File: src/rtl/matrix_stream_loader_pkg.sv
// Shared constants and helpers for the matrix load/multiply/serialize path.
package matrix_stream_loader_pkg;

  localparam int WORD_W = 32;

  // Loader FSM encoding
  localparam logic [0:0] ST_LOAD = 1'b0;
  localparam logic [0:0] ST_FULL = 1'b1;

  // Counter width for n states; never narrower than one bit so a
  // degenerate 1-deep counter still has a real (constant-zero) register.
  function automatic int clog2(input int n);
    int w;
    w = 1;
    while ((1 << w) < n) w++;
    return w;
  endfunction

  // Bit offset of element (r,c) inside a flat row-major matrix bus.
  function automatic int elem_off(input int r, input int c, input int cols);
    return WORD_W * (cols * r + c);
  endfunction

endpackage

File: src/rtl/matrix_index_counter.sv
// Two-level wrapping index counter: inner runs 0..INNER-1, outer advances
// on each inner wrap, and both wrap together after the last position.
module matrix_index_counter
  import matrix_stream_loader_pkg::*;
#(
  parameter int INNER = 1,
  parameter int OUTER = 1,
  localparam int IW   = clog2(INNER),
  localparam int OW   = clog2(OUTER)
) (
  input  logic          clk,
  input  logic          rst_n,
  input  logic          inc,
  input  logic          clear,
  output logic [IW-1:0] inner,
  output logic [OW-1:0] outer,
  output logic          last
);

  logic [IW-1:0] inner_q, inner_d;
  logic [OW-1:0] outer_q, outer_d;
  logic          inner_end, outer_end;

  assign inner_end = (inner_q == IW'(INNER - 1));
  assign outer_end = (outer_q == OW'(OUTER - 1));
  assign inner     = inner_q;
  assign outer     = outer_q;
  assign last      = inner_end && outer_end;

  // Next index: clear wins over increment, full wrap returns to origin
  always_comb begin
    inner_d = inner_q;
    outer_d = outer_q;
    if (clear) begin
      inner_d = '0;
      outer_d = '0;
    end else if (inc) begin
      if (inner_end) begin
        inner_d = '0;
        outer_d = outer_end ? '0 : outer_q + OW'(1);
      end else begin
        inner_d = inner_q + IW'(1);
      end
    end
  end

  // Index registers with synchronous reset
  always_ff @(posedge clk) begin
    if (!rst_n) begin
      inner_q <= '0;
      outer_q <= '0;
    end else begin
      inner_q <= inner_d;
      outer_q <= outer_d;
    end
  end

endmodule

File: src/rtl/matrix_stream_loader.sv
// Collects a stream of 32-bit words into a flat row-major matrix bus,
// optionally transposing a column-major stream, and holds it until the
// consumer takes it.
module matrix_stream_loader
  import matrix_stream_loader_pkg::*;
#(
  parameter int ROWS         = 1,
  parameter int COLS         = 1,
  parameter bit COL_MAJOR_IN = 1'b0
) (
  input  logic                          clk,
  input  logic                          rst_n,
  input  logic [WORD_W-1:0]             in_data,
  input  logic                          in_valid,
  input  logic                          in_last,
  output logic                          in_ready,
  output logic [WORD_W*ROWS*COLS-1:0]   matrix,
  output logic                          out_valid,
  input  logic                          out_ready,
  output logic                          len_err
);

  localparam int N     = ROWS * COLS;
  localparam int MAJ_N = COL_MAJOR_IN ? COLS : ROWS;
  localparam int MIN_N = COL_MAJOR_IN ? ROWS : COLS;
  localparam int IDXW  = clog2(N);
  localparam int MJW   = clog2(MAJ_N);
  localparam int MNW   = clog2(MIN_N);

  logic [0:0]                  state_q, state_d;
  logic                        len_err_q, len_err_d;
  logic [N-1:0][WORD_W-1:0]    mat_q, mat_d;
  logic [MJW-1:0]              maj_idx;
  logic [MNW-1:0]              min_idx;
  logic                        last_beat;
  logic                        accept;
  logic [IDXW-1:0]             idx;

  assign in_ready  = (state_q == ST_LOAD);
  assign out_valid = (state_q == ST_FULL);
  assign len_err   = len_err_q;
  assign accept    = in_valid && in_ready;

  // An early in_last restarts the count so the next matrix starts at (0,0)
  matrix_index_counter #(
    .INNER (MIN_N),
    .OUTER (MAJ_N)
  ) u_idx (
    .clk   (clk),
    .rst_n (rst_n),
    .inc   (accept),
    .clear (accept && in_last),
    .inner (min_idx),
    .outer (maj_idx),
    .last  (last_beat)
  );

  // Map the stream position onto a row-major element index
  always_comb begin
    int r_i, c_i;
    r_i = COL_MAJOR_IN ? int'(min_idx) : int'(maj_idx);
    c_i = COL_MAJOR_IN ? int'(maj_idx) : int'(min_idx);
    idx = IDXW'(COLS * r_i + c_i);
  end

  // Element write: only the addressed element changes, the rest hold
  always_comb begin
    mat_d = mat_q;
    for (int e = 0; e < N; e++) begin
      if (accept && (idx == IDXW'(e))) mat_d[e] = in_data;
    end
  end

  // LOAD/FULL sequencing and sticky length check
  always_comb begin
    state_d   = state_q;
    len_err_d = len_err_q;
    if (state_q == ST_LOAD) begin
      if (accept) begin
        if (in_last || last_beat) state_d = ST_FULL;
        if (in_last != last_beat) len_err_d = 1'b1;
      end
    end else if (out_ready) begin
      state_d = ST_LOAD;
    end
  end

  // State, error flag and matrix storage with synchronous reset
  always_ff @(posedge clk) begin
    if (!rst_n) begin
      state_q   <= ST_LOAD;
      len_err_q <= 1'b0;
      mat_q     <= '0;
    end else begin
      state_q   <= state_d;
      len_err_q <= len_err_d;
      mat_q     <= mat_d;
    end
  end

  // Flatten storage onto the shared row-major bus layout
  for (genvar r = 0; r < ROWS; r++) begin : g_row
    for (genvar c = 0; c < COLS; c++) begin : g_col
      assign matrix[elem_off(r, c, COLS) +: WORD_W] = mat_q[r*COLS + c];
    end
  end

endmodule

File: config.mk
export PLATFORM = sky130hd
export DESIGN_NAME = matrix_stream_loader
export DESIGN_NICKNAME = d
export VERILOG_FILES = /design/src/rtl/matrix_stream_loader_pkg.sv /design/src/rtl/matrix_index_counter.sv /design/src/rtl/matrix_stream_loader.sv
export SDC_FILE = /design/constraint.sdc
export NUM_CORES = 1
export LEC_CHECK = 0
export BUFFER_PORTS_ARGS = -buffer_cell sky130_fd_sc_hd__buf_2
export CAP_MARGIN = 20
export CORE_MARGIN = 1.5
export CORE_UTILIZATION = 48
export CTS_CLUSTER_SIZE = 40
export DETAILED_ROUTE_END_ITERATION = 7
export MAX_ROUTING_LAYER = met4
export PLACE_DENSITY = 0.84
export REMOVE_ABC_BUFFERS = 1
export SLEW_MARGIN = 25
export SYNTH_ARGS = -nofsm -noshare
export SYNTH_HDL_FRONTEND = slang
export SYNTH_SLANG_ARGS = --single-unit
File: constraint.sdc
create_clock -name clk -period 3 [get_ports clk]
set_clock_uncertainty 0.05 [all_clocks]
set_input_delay 0.3 -clock clk [delete_from_list [all_inputs] [get_ports clk]]
set_output_delay 0.3 -clock clk [all_outputs]
set_load 0.005 [all_outputs]
# After elaboration in Yosys (flattened, before gate mapping)
# Cells that the tools add are included.
[op_classes]
addsub = 3
n_eq_ne = 1
mux = 6
n_bitwise = 5
n_reduce_logical = 8
[ops]
columns = ["cell", "count"]
rows = [
  ["1-bit two-way mux", 6],
  ["1-bit inverter", 5],
  ["1-bit logical AND", 4],
  ["3-bit AND reduction", 1],
  ["1-bit adder (second input constant)", 2],
  ["2-bit AND reduction", 1],
  ["2-bit OR reduction", 1],
  ["1-bit adder", 1],
  ["1-bit logical OR", 1],
  ["1-bit != test", 1],
]
[word_totals]
regBits = 36
in_bits = 37
output_inout_bits = 35

# Depth between registers and ports, before layout
[depth]
depth_word = 6
ltp_mapped = 4

# Modules after synthesis
# From an unflattened synthesis, not the netlist that was laid out.
[hier_totals]
hier_cells = 158
hier_area_um2 = 1426.4
[by_module_without_submodules]
columns = ["module", "instances", "cells_each", "area_per_inst_um2"]
rows = [
  ["matrix_stream_loader", 1, 153, 1396.3],
  ["matrix_index_counter", 1, 5, 30.0],
]

# Least setup slack after synthesis
# Ideal clock, no wire load.
[synth_timing]
path_type = "input to register"
start = "in in_valid"
end = "reg state_q (netlist: out_valid)"
setup_time_ps = 115
arrival_ps = 881
t_required_ps = 2835
slack_ps = 1954
stages = 4
n_path_buf = 2
path_cell_list = "nor2b_2 buf_6 buf_12 o21a_1"
[synth_via]
elab_chain_cells = 3
[synth_rtl]
columns = ["item", "line_no", "source"]
rows = [
  ["from (decl)", "matrix_stream_loader.sv:14", "input logic in_valid,"],
  ["1-bit logical AND", "matrix_stream_loader.sv:42", "assign accept = in_valid && in_ready;"],
  ["1-bit two-way mux", "matrix_stream_loader.sv:79", "if (accept) begin"],
  ["1-bit two-way mux", "matrix_stream_loader.sv:78", "if (state_q == ST_LOAD) begin"],
  ["to (signal assigned)", "matrix_stream_loader.sv:95", "state_q <= state_d;"],
  ["to (decl)", "matrix_stream_loader.sv:30", "logic [0:0] state_q, state_d;"],
]
# Every way passes these cells.
# A chain may end at the register's enable or synchronous reset.

# Final worst setup path
[layout_timing]
start = "reg state_q (netlist: out_valid)"
end = "reg mat_q (netlist bit matrix[17])"
[layout_via]
elab_chain_cells = 3
[layout_rtl]
columns = ["item", "line_no", "source"]
rows = [
  ["1-bit inverter (no line)", "n/a", ""],
  ["1-bit logical AND", "matrix_stream_loader.sv:42", ""],
  ["1-bit logical AND", "matrix_stream_loader.sv:70", "if (accept && (idx == IDXW'(e))) mat_d[e] = in_data;"],
  ["to (signal assigned)", "matrix_stream_loader.sv:97", "mat_q <= mat_d;"],
  ["to (decl)", "matrix_stream_loader.sv:32", "logic [N-1:0][WORD_W-1:0] mat_q, mat_d;"],
]
# Every way passes these cells.

==> results.md <==
- Die ar.: 3280 um^2
- Final Hold Vio Count: 0
- Pwr dens: 508 nW/um^2
- Die width: 57.3 um
- Power share of the clock group: 29.1%
- DRC viols: 0
- Worst reg2reg startpoint: out_valid
- Final Max Tran Viols: 0
- # fillers: 251
- Area leader, netlist: dfxtp_1
- Grt ovf: 0
- Worst path slowest cell: nor2b_4
- Nets: 252
- Largest net degree at the start of global routing: 67
- Share of cells above drive strength 1: 37.0%
- Row count: 19
- Gate power share: 15.0%
- Avg Inst Size Synth: 9.62 um^2
- Final setup vio count: 0
- Yosys top cell area share: 48.1%
- TNS Setup: 0 ps
- Switching share of total power: 25.2%
- Hold endpoint: matrix[4]
- Global-route wire length before repair: 4280 um
- All-Layer GR Usage: 17.4%
- Final core utilization: 63.0%
- Worst path required time: 3210 ps
- Slowest stage delay, CP: 480 ps
- Synth top cells by count: nand2_1 (64), dfxtp_1 (34), mux2i_1 (32)
- Status: completed
- Clk slew on worst S/H paths: 100 ps
- P_sw: 0.224 mW
- Vias: 1,141
- Max cap viols: 0
- EDFF count, synth: 0
- CTS sink cnt: 34
- CTS Buffer Depth: 2
- Most frequent cell after synthesis: nand2_1
- Synth Instances: 147
- Sequential area share after synthesis: 48.1%
- Die Y: 57.3 um
- # hold bufs at CTS: 0
- Synth Flop Type: dfxtp_1
- I/O pin count: 72
- Post-route ant nets: 0
- Hold path cells: 3
- DPL Wire Length: 1780 um
- Initial Utilization: 50.8%
- Crit start category: flop
- FF-to-FF End: matrix[17]
- Post-cts resize count: 0
- Synth top area cells: dfxtp_1 (48%), mux2i_1 (23%), nand2_1 (17%)
- Unrepaired setup endpoints after global routing: no
- Vias per inst: 4.62
- Tmin final: 1620 ps
- Reg2Reg Setup Slack: 1380 ps
- Worst EP arrival: 1830 ps
- Hold Crit Start: in_data[4]
- Initial antenna violation count: 0
- Postcts setup bufs: 0
- P&R area growth vs syn: 23.9%
- Number of synthesized register bits: 34
- Leakage: 0.921 nW
- Critical Path End Type: flop
- CTS tree: done
- Number of global-route vias before repair: 1,030
- R2R depth: 3
- DR pass1 iterations: 4
- Slew headroom: 61.6%
- Worst-margin pin slew: 577 ps
- Antenna fix cells: 0
- Fmax: 617 MHz
- Hold crit path type: in -> reg
- Gp weighted congestion: 0.760
- Cts bufs inserted: 5
- Tcrit/Tclk final: 54.0%
- Worst-path cell chain: nor2b_4, buf_4, mux2i_1
- Asr flop ratio synth: 0%
- DR iter-0 viols: 41
- Critical path type: reg -> reg
- Library cells used by synthesis: 13
- Clock Latency Late Sink: 320 ps
- Syn Std Cell Area: 1410 um^2
- CORE AREA: 2780 um^2
- Worst ir drop on vdd: 0.357 mV
- Flop pwr share: 56.0%
- Synth warn: 0
- Htree depth: 2
- Count of buffers from port buffering: 71
- Clock root buffer master: clkbuf_4
- DR WL/cell: 10.5 um
- Critical Path Fanout Max: 18
- Routed wire length: 2590 um
- Internal power: 0.666 mW
[layer usage]
| layer | track usage (%) | up-vias | routed length, um |
|---|---|---|---|
| met5 | - | - | 0 |
| met4 | 7.97 | 0 | 49 |
| met2 | 25.9 | 48 | 1110 |
| li1 | - | 601 | - |
| met3 | 4.76 | 5 | 179 |
| met1 | 22.0 | 487 | 1250 |
[registers in the layout, summed over array words and instances (netlist names)]
signal,flops
len_err,1
matrix,32
out_valid,1
[worst max-delay path: cells and delay by family, from the launching register on]
kind | cells | cell delay (ps)
multiplexers | 1 | 230
flip-flops | 1 | 380
buffers and inverters | 1 | 400
AND/OR/NAND/NOR | 1 | 480
[power groups by stage]
| stage | Clock (mW) | Combinational, mW | Sequential [mW] |
|---|---|---|---|
| after CTS | 0.267 | 0.135 | 0.498 |
| after detailed placement | 0 | 0.134 | 0.508 |
| after global routing | 0.285 | 0.149 | 0.502 |
| after global placement | 0 | 0.133 | 0.508 |
| after floorplan | 0 | 0.0589 | 0.511 |
| final | 0.259 | 0.133 | 0.498 |
[cell type report]
type | count | area, um^2 | area share, %
Timing Repair Buffer | 72 | 365 | 20.9
Multi-Input combinational cell | 101 | 603 | 34.4
Sequential cell | 34 | 681 | 38.9
Clock inverter | 1 | 5.00 | 0.286
Tap cell | 31 | 38.8 | 2.21
Clock buffer | 7 | 55.1 | 3.14
Inverter | 1 | 3.75 | 0.214
[through the flow]
step	power [mW]	std cells	instance area [um^2]	hold slack (ps)	worst slack, ps
CTS	0.900	247	1750	145	1360
global placement	0.641	239	1690	392	1370
detailed placement	0.642	239	1690	395	1320
finish	0.890	247	1750	158	1380
floorplan	0.570	136	1280	368	1040
global route	0.936	247	1750	151	1260
[kinds of logic (layout without fill, tap and decap cells)]
logic type             Yosys count  count (layout)  synth area share, %
AND/OR/NAND/NOR                 67              67                 18.6
flip-flops                      34              34                 48.1
multiplexers                    32              32                 22.7
buffers and inverters           12              81                 9.56
AO/OA/AOI/OAI                    2               2                 1.06
[placed cells by master (no fill, tap or decap)]
master / instances
clkinv_2: 1
buf_2: 70
dfxtp_1: 34
o21a_1: 2
nand2_1: 64
nor3b_1: 1
nor2b_4: 1
mux2i_1: 32
buf_4: 2
inv_1: 1
clkbuf_4: 5
clkbuf_1: 1
nor2b_1: 1
clkbuf_8: 1
[how the worst max path moves through the flow]
stage          startpoint         end  slack (ps)  depth (start not counted)
6_report        out_valid  matrix[17]        1380                          3
5_1_grt         out_valid  matrix[16]        1260                          3
4_1_cts         out_valid  matrix[17]        1360                          3
3_5_place_dp     in_valid  matrix[17]        1320                          4
3_3_place_gp     in_valid  matrix[24]        1370                          4
2_1_floorplan   out_valid   matrix[0]        1040                          2
Power figures use the tool's default switching activity.
